==> config.mk <==
export PLATFORM = sky130hd
export DESIGN_NAME = vx_fpu_fflags_accum
export DESIGN_NICKNAME = d
export VERILOG_FILES = /design/src/rtl/vx_fpu_fflags_accum_pkg.sv /design/src/rtl/vx_fpu_fflags_accum_lane_merge.sv /design/src/rtl/vx_fpu_fflags_accum.sv
export SDC_FILE = /design/constraint.sdc
export NUM_CORES = 1
export LEC_CHECK = 0
export CAP_MARGIN = 20
export CORE_ASPECT_RATIO = 1.75
export CORE_MARGIN = 5
export CORE_UTILIZATION = 51
export DETAILED_ROUTE_END_ITERATION = 8
export PLACE_DENSITY = 0.8
export SETUP_SLACK_MARGIN = 0.4
export SLEW_MARGIN = 5
export SYNTH_ARGS = -nofsm -noshare
export SYNTH_HDL_FRONTEND = slang
export SYNTH_SLANG_ARGS = --single-unit
==> constraint.sdc <==
create_clock -name clk -period 2 [get_ports clk]
set_input_delay 0.4 -clock clk [delete_from_list [all_inputs] [get_ports clk]]
set_output_delay 0.4 -clock clk [all_outputs]
set_load 0.05 [all_outputs]
==> src/rtl/vx_fpu_fflags_accum_pkg.sv <==
// FPU exception-flag types shared by the fflags accumulator.
// fflags_t bit order: NV DZ OF UF NX (NV in the MSB).
package VX_fpu_types;

  localparam int FFLAGS_BITS = 5;

  typedef struct packed {
    logic nv;
    logic dz;
    logic of;
    logic uf;
    logic nx;
  } fflags_t;

  typedef enum logic [1:0] {
    FFL_READ  = 2'd0,
    FFL_WRITE = 2'd1,
    FFL_SET   = 2'd2,
    FFL_CLEAR = 2'd3
  } fflags_csr_op_t;

  typedef enum logic {
    ST_IDLE,
    ST_SWEEP
  } sweep_state_e;

  // New sticky value produced by a CSR access on top of eff.
  function automatic fflags_t fflags_csr_apply(
    input fflags_csr_op_t op,
    input fflags_t        eff,
    input fflags_t        wd
  );
    fflags_t r;
    unique case (op)
      FFL_READ:  r = eff;
      FFL_WRITE: r = wd;
      FFL_SET:   r = fflags_t'(eff | wd);
      FFL_CLEAR: r = fflags_t'(eff & ~wd);
    endcase
    return r;
  endfunction

endpackage

==> src/rtl/vx_fpu_fflags_accum_lane_merge.sv <==
// vx_fflags_lane_merge: OR-reduce of the masked lanes into one fflags_t.
// Used for commit merging and for the stage-to-CSR forward.
module vx_fflags_lane_merge
  import VX_fpu_types::*;
#(
  parameter int NUM_LANES = 4
) (
  input  logic [NUM_LANES-1:0]             tmask_i,
  input  logic [NUM_LANES*FFLAGS_BITS-1:0] fflags_i,
  output fflags_t                          merged_o
);

  logic [FFLAGS_BITS-1:0] acc;

  // OR together every lane whose mask bit is set.
  always_comb begin
    acc = '0;
    for (int i = 0; i < NUM_LANES; i++) begin
      if (tmask_i[i]) begin
        acc = acc | fflags_i[i*FFLAGS_BITS +: FFLAGS_BITS];
      end
    end
  end

  assign merged_o = fflags_t'(acc);

endmodule

==> src/rtl/vx_fpu_fflags_accum.sv <==
// Per-warp sticky fflags: FPU commit merge, CSR access, clear sweep.
// Optional FPU_FFLAGS_PERF_EN adds per-flag commit event counters.
module vx_fpu_fflags_accum
  import VX_fpu_types::*;
#(
  parameter int NUM_WARPS = 4,
  parameter int NUM_LANES = 4
) (
  input  logic                             clk,
  input  logic                             reset,
  input  logic                             commit_valid,
  output logic                             commit_ready,
  input  logic [$clog2(NUM_WARPS)-1:0]     commit_wid,
  input  logic [NUM_LANES-1:0]             commit_tmask,
  input  logic [NUM_LANES*FFLAGS_BITS-1:0] commit_fflags,
  input  logic                             csr_valid,
  input  logic [$clog2(NUM_WARPS)-1:0]     csr_wid,
  input  logic [1:0]                       csr_op,
  input  logic [FFLAGS_BITS-1:0]           csr_wdata,
  output logic [FFLAGS_BITS-1:0]           csr_rdata,
  input  logic                             clear_all,
  output logic                             busy
`ifdef FPU_FFLAGS_PERF_EN
  ,
  output logic [5*32-1:0]                  perf_flag_events
`endif
);

  localparam int WW = $clog2(NUM_WARPS);
  localparam logic [WW-1:0] LAST_IDX = WW'(NUM_WARPS - 1);

  sweep_state_e state_q, state_d;
  logic [WW-1:0] idx_q, idx_d;

  logic          stage_valid_q;
  logic [WW-1:0] stage_wid_q;
  fflags_t       stage_flags_q;

  fflags_t sticky_q [NUM_WARPS];
  fflags_t sticky_d [NUM_WARPS];

  logic [FFLAGS_BITS-1:0] csr_rdata_q;

  fflags_t commit_merged;
  fflags_t csr_eff;
  logic    accept;
  logic    fwd_hit;

  assign commit_ready = (state_q == ST_IDLE);
  assign busy         = (state_q == ST_SWEEP);
  assign accept       = commit_valid && commit_ready;
  assign csr_rdata    = csr_rdata_q;

  assign fwd_hit = stage_valid_q && (stage_wid_q == csr_wid);

  vx_fflags_lane_merge #(
    .NUM_LANES (NUM_LANES)
  ) u_commit_merge (
    .tmask_i  (commit_tmask),
    .fflags_i (commit_fflags),
    .merged_o (commit_merged)
  );

  // Lane 0 is the sticky value, lane 1 the pending stage entry.
  vx_fflags_lane_merge #(
    .NUM_LANES (2)
  ) u_fwd_merge (
    .tmask_i  ({fwd_hit, 1'b1}),
    .fflags_i ({stage_flags_q, sticky_q[csr_wid]}),
    .merged_o (csr_eff)
  );

  // Sweep FSM: walk every warp once, then return to idle.
  always_comb begin
    state_d = state_q;
    idx_d   = idx_q;
    unique case (state_q)
      ST_IDLE: begin
        if (clear_all) begin
          state_d = ST_SWEEP;
          idx_d   = '0;
        end
      end
      ST_SWEEP: begin
        if (idx_q == LAST_IDX) begin
          state_d = ST_IDLE;
        end else begin
          idx_d = idx_q + 1'b1;
        end
      end
    endcase
  end

  // Sticky update order: stage apply, then CSR, then sweep clear.
  always_comb begin
    sticky_d = sticky_q;
    if (stage_valid_q) begin
      sticky_d[stage_wid_q] =
        fflags_t'(sticky_q[stage_wid_q] | stage_flags_q);
    end
    if (csr_valid) begin
      sticky_d[csr_wid] = fflags_csr_apply(
        fflags_csr_op_t'(csr_op), csr_eff, fflags_t'(csr_wdata));
    end
    if (state_q == ST_SWEEP) begin
      sticky_d[idx_q] = '0;
    end
  end

  // State, stage and sticky registers.
  always_ff @(posedge clk or posedge reset) begin
    if (reset) begin
      state_q       <= ST_IDLE;
      idx_q         <= '0;
      stage_valid_q <= 1'b0;
      stage_wid_q   <= '0;
      stage_flags_q <= '0;
      csr_rdata_q   <= '0;
      for (int w = 0; w < NUM_WARPS; w++) begin
        sticky_q[w] <= '0;
      end
    end else begin
      state_q       <= state_d;
      idx_q         <= idx_d;
      stage_valid_q <= accept;
      if (accept) begin
        stage_wid_q   <= commit_wid;
        stage_flags_q <= commit_merged;
      end
      if (csr_valid) begin
        csr_rdata_q <= csr_eff;
      end
      for (int w = 0; w < NUM_WARPS; w++) begin
        sticky_q[w] <= sticky_d[w];
      end
    end
  end

`ifdef FPU_FFLAGS_PERF_EN
  logic [31:0] perf_q [FFLAGS_BITS];
  logic [FFLAGS_BITS-1:0] merged_v;

  assign merged_v = commit_merged;

  // Count accepted commits per raised flag; wraps naturally.
  always_ff @(posedge clk or posedge reset) begin
    if (reset) begin
      for (int i = 0; i < FFLAGS_BITS; i++) begin
        perf_q[i] <= '0;
      end
    end else if (accept) begin
      for (int i = 0; i < FFLAGS_BITS; i++) begin
        if (merged_v[i]) begin
          perf_q[i] <= perf_q[i] + 32'd1;
        end
      end
    end
  end

  for (genvar g = 0; g < FFLAGS_BITS; g++) begin : g_perf
    assign perf_flag_events[g*32 +: 32] = perf_q[g];
  end
`endif

endmodule

==> results.yml <==
outcome:
  status: "completed"
layout:
  fin_nets: 307
  n_antenna_cell: 0
  multi_input_area_mm2: 0.00130
  area_growth_pct: 39.9
  utilization: 0.736
  seq_area_um2: 902
  drive_above_1_share: 0.220
  n_fill_cell: 284
clock_tree:
  clkLatencyLatePin_ns: 0.29
  cts_sinks: 36
  cts_made_buffers: 5
  cts_root_buffer: "clkbuf_8"
  cts_tree: "done"
  cts_max_level: 2
  cts_hold_buffers: 0
  clkSlewWorstSetupHoldPaths_ns: 0.07
  clockBufferDepth: 2
placement:
  gp_congestion: 0.886
  dp_hpwl_um: 4490
  place_ws_ns: -0.317
  io_buffers: 46
worst_setup_path:
  worstSetupStartpointType: "flop"
  cp_max_fo: 5
  critical_path_required_ns: 2.18
  cp.arrival_ns: 1.78
  r2r_slack_ns: 0.40
  critPathCaptureType: "flop"
  crit_type: "flop to flop"
timing:
  slew_viol_final: 0
  fmax_mhz: 625
  finalHoldViolCount: 0
  rsz0062_at_grt: "yes"
  setup_tns_ns: 0
  skew_ns: 0.00425
  relSlewSlack: 0.670
  fin_crit_ns: 1.60
  hold_ws_ns: 0.516
  layout_worst_path_cycle_share: 0.800
  setup-violations-final: 0
  setup_ws_ns: 0.401
  max_slew.worst_pin.slew_ns: 0.497
die:
  num_rows: 31
  io_pins: 47
  chipHeight_um: 96.6
  die_area_mm2: 0.00574
  dieWidth_um: 59.5
  initial_utilization: 0.526
  core_mm2: 0.00415
detailed_routing:
  vias: 2004
  wire_per_inst_um: 19.8
  drt_iter0_markers: 89
  ant_nets: 0
  avgViaCountPerCell: 6.40
  drcViolationCount: 0
  routed_wl_um: 6190
  first_pass_iters: 4
power:
  finalPower_mw: 3.97
  power_leakage_nw: 1.31
  ir_drop_mv: 0.953
  power_density_mw_per_mm2: 1300
min_path:
  hp-class: "primary input to async pin"
grt:
  grt_pass1_vias: 2133
  grt_overflow: 0
  antenna_found_initial: 0
  grt_max_degree: 37
  grtUsageTotal: 0.237
  grt_pass1_wl_um: 10100
synth:
  ys_types: 36
  async_reset_ff_frac: 1.00
  synthesis.nets: 243
  synth_top_family_by_area: "compound AO/OA/AOI/OAI gates"
  synth_fa_ha_area_frac: 0.0229
  synth-seq-area-share: 0.412
  synth-xor-area-share: 0.0493
  synthesis.area_mm2: 0.00218
  synth_flop_cell: "dfrtp_1"
  syn_inst: 199
  syn_avg_cell_area_um2: 11.0
  synth.mux.area_fraction: 0.0636
  synthSimpleGateAreaFrac: 0.125
  synth_edf_count: 0
  synth_compound_gate_area_share: 0.290
  yosysWarningCount: 0
  synth_seq_cells: 36
job:
  cap_violations: 0
## cell usage in the layout, fill, tap and decap left out, types with 5 or more instances in the layout
cell type,count
clkdlybuf4s15_1,5
and2_1,8
mux4_2,5
buf_4,20
a22o_1,5
o211ai_1,5
o32ai_2,6
nand2_1,17
xnor2_1,6
o21a_1,6
inv_1,6
clkdlybuf4s50_1,36
dfrtp_1,35
nor2_1,5
a31oi_1,15
a221oi_1,5
and4b_1,5
clkbuf_8,6
o31ai_1,10
a41o_1,5
a21oi_1,5
a311oi_4,5
o21ai_0,6
## synth_stat cells (6+ instances only)
library cell / n / share of area
nand2_1: 17 / 0.029
clkbuf_1: 6 / 0.010
o21a_1: 6 / 0.021
xnor2_1: 6 / 0.024
dfrtp_1: 36 / 0.41
o31ai_1: 11 / 0.038
a31oi_1: 15 / 0.043
inv_1: 6 / 0.010
o21ai_0: 6 / 0.014
and2_1: 8 / 0.023
o32ai_1: 10 / 0.040
## power by group
group	leakage, nW	switching (mW)	internal (mW)
Sequential	0.460	0.335	1.06
Clock	0.0455	0.264	0.281
Combinational	0.800	1.07	0.962
Total	1.31	1.67	2.30
## cell families (layout without fill, tap and decap cells)
kind of cell               after synthesis  after routing
AOI/OAI and AO/OA                       79             79
buffers and inverters                   18             83
xor gates and xnor gates                 8              8
adders and majority gates                4              4
muxes                                    7              7
and+or+nand+nor                         47             47
DFF                                     36             36
## metrics by stage
stage	cells	cell area (um^2)
floorplan	199	2190
detailed placement	300	2810
global placement	300	2810
global route	313	3060
CTS	310	2980
finish	313	3060
## final timing paths
check | cells after the start | endpoint | start
hold reg to reg | 2 | csr_rdata[0] | csr_rdata[0]
setup reg to reg | 4 | sticky_q[1] | idx_q[0]
hold / removal | 3 | sticky_q[15] | reset
setup / recovery | 4 | sticky_q[1] | idx_q[0]
min in group clk | 2 | csr_rdata[0] | csr_rdata[0]
max in group asynchronous | 3 | busy | reset
## critical path: stages (launching register included)
cell	delay, ns
dfrtp_1	0.43
ha_1	0.28
nand2_1	0.10
nand4_1	0.30
o31ai_1	0.37
## state kept, by name, summed over array words and instances (netlist names)
register,cells
busy,1
csr_rdata,5
idx_q,2
stage_flags_q,5
stage_valid_q,1
stage_wid_q,2
sticky_q,20
## metal layers
layer / up-vias / part of all wire / GRT usage
met5: - / 0 / 0
met4: 0 / 0.052 / 0.130
met3: 30 / 0.063 / 0.0412
met2: 109 / 0.54 / 0.439
met1: 945 / 0.34 / 0.243
li1: 920 / - / -
## final cells by class
class / instances / area share
flip-flops and latches: 36 / 0.295
repair buffers: 69 / 0.224
clock buffers: 8 / 0.0295
well taps: 49 / 0.0201
inverters: 6 / 0.00737
multi-input cells: 145 / 0.424
## timing repair
item,4_1_cts,5_1_grt
gates cloned,1,0
buffers inserted,1,3
hold endpoints to repair,0,0
gates resized for setup,20,11
endpoints found under the setup margin,30,25
pin swaps,5,8
Power figures use the tool's default switching activity.
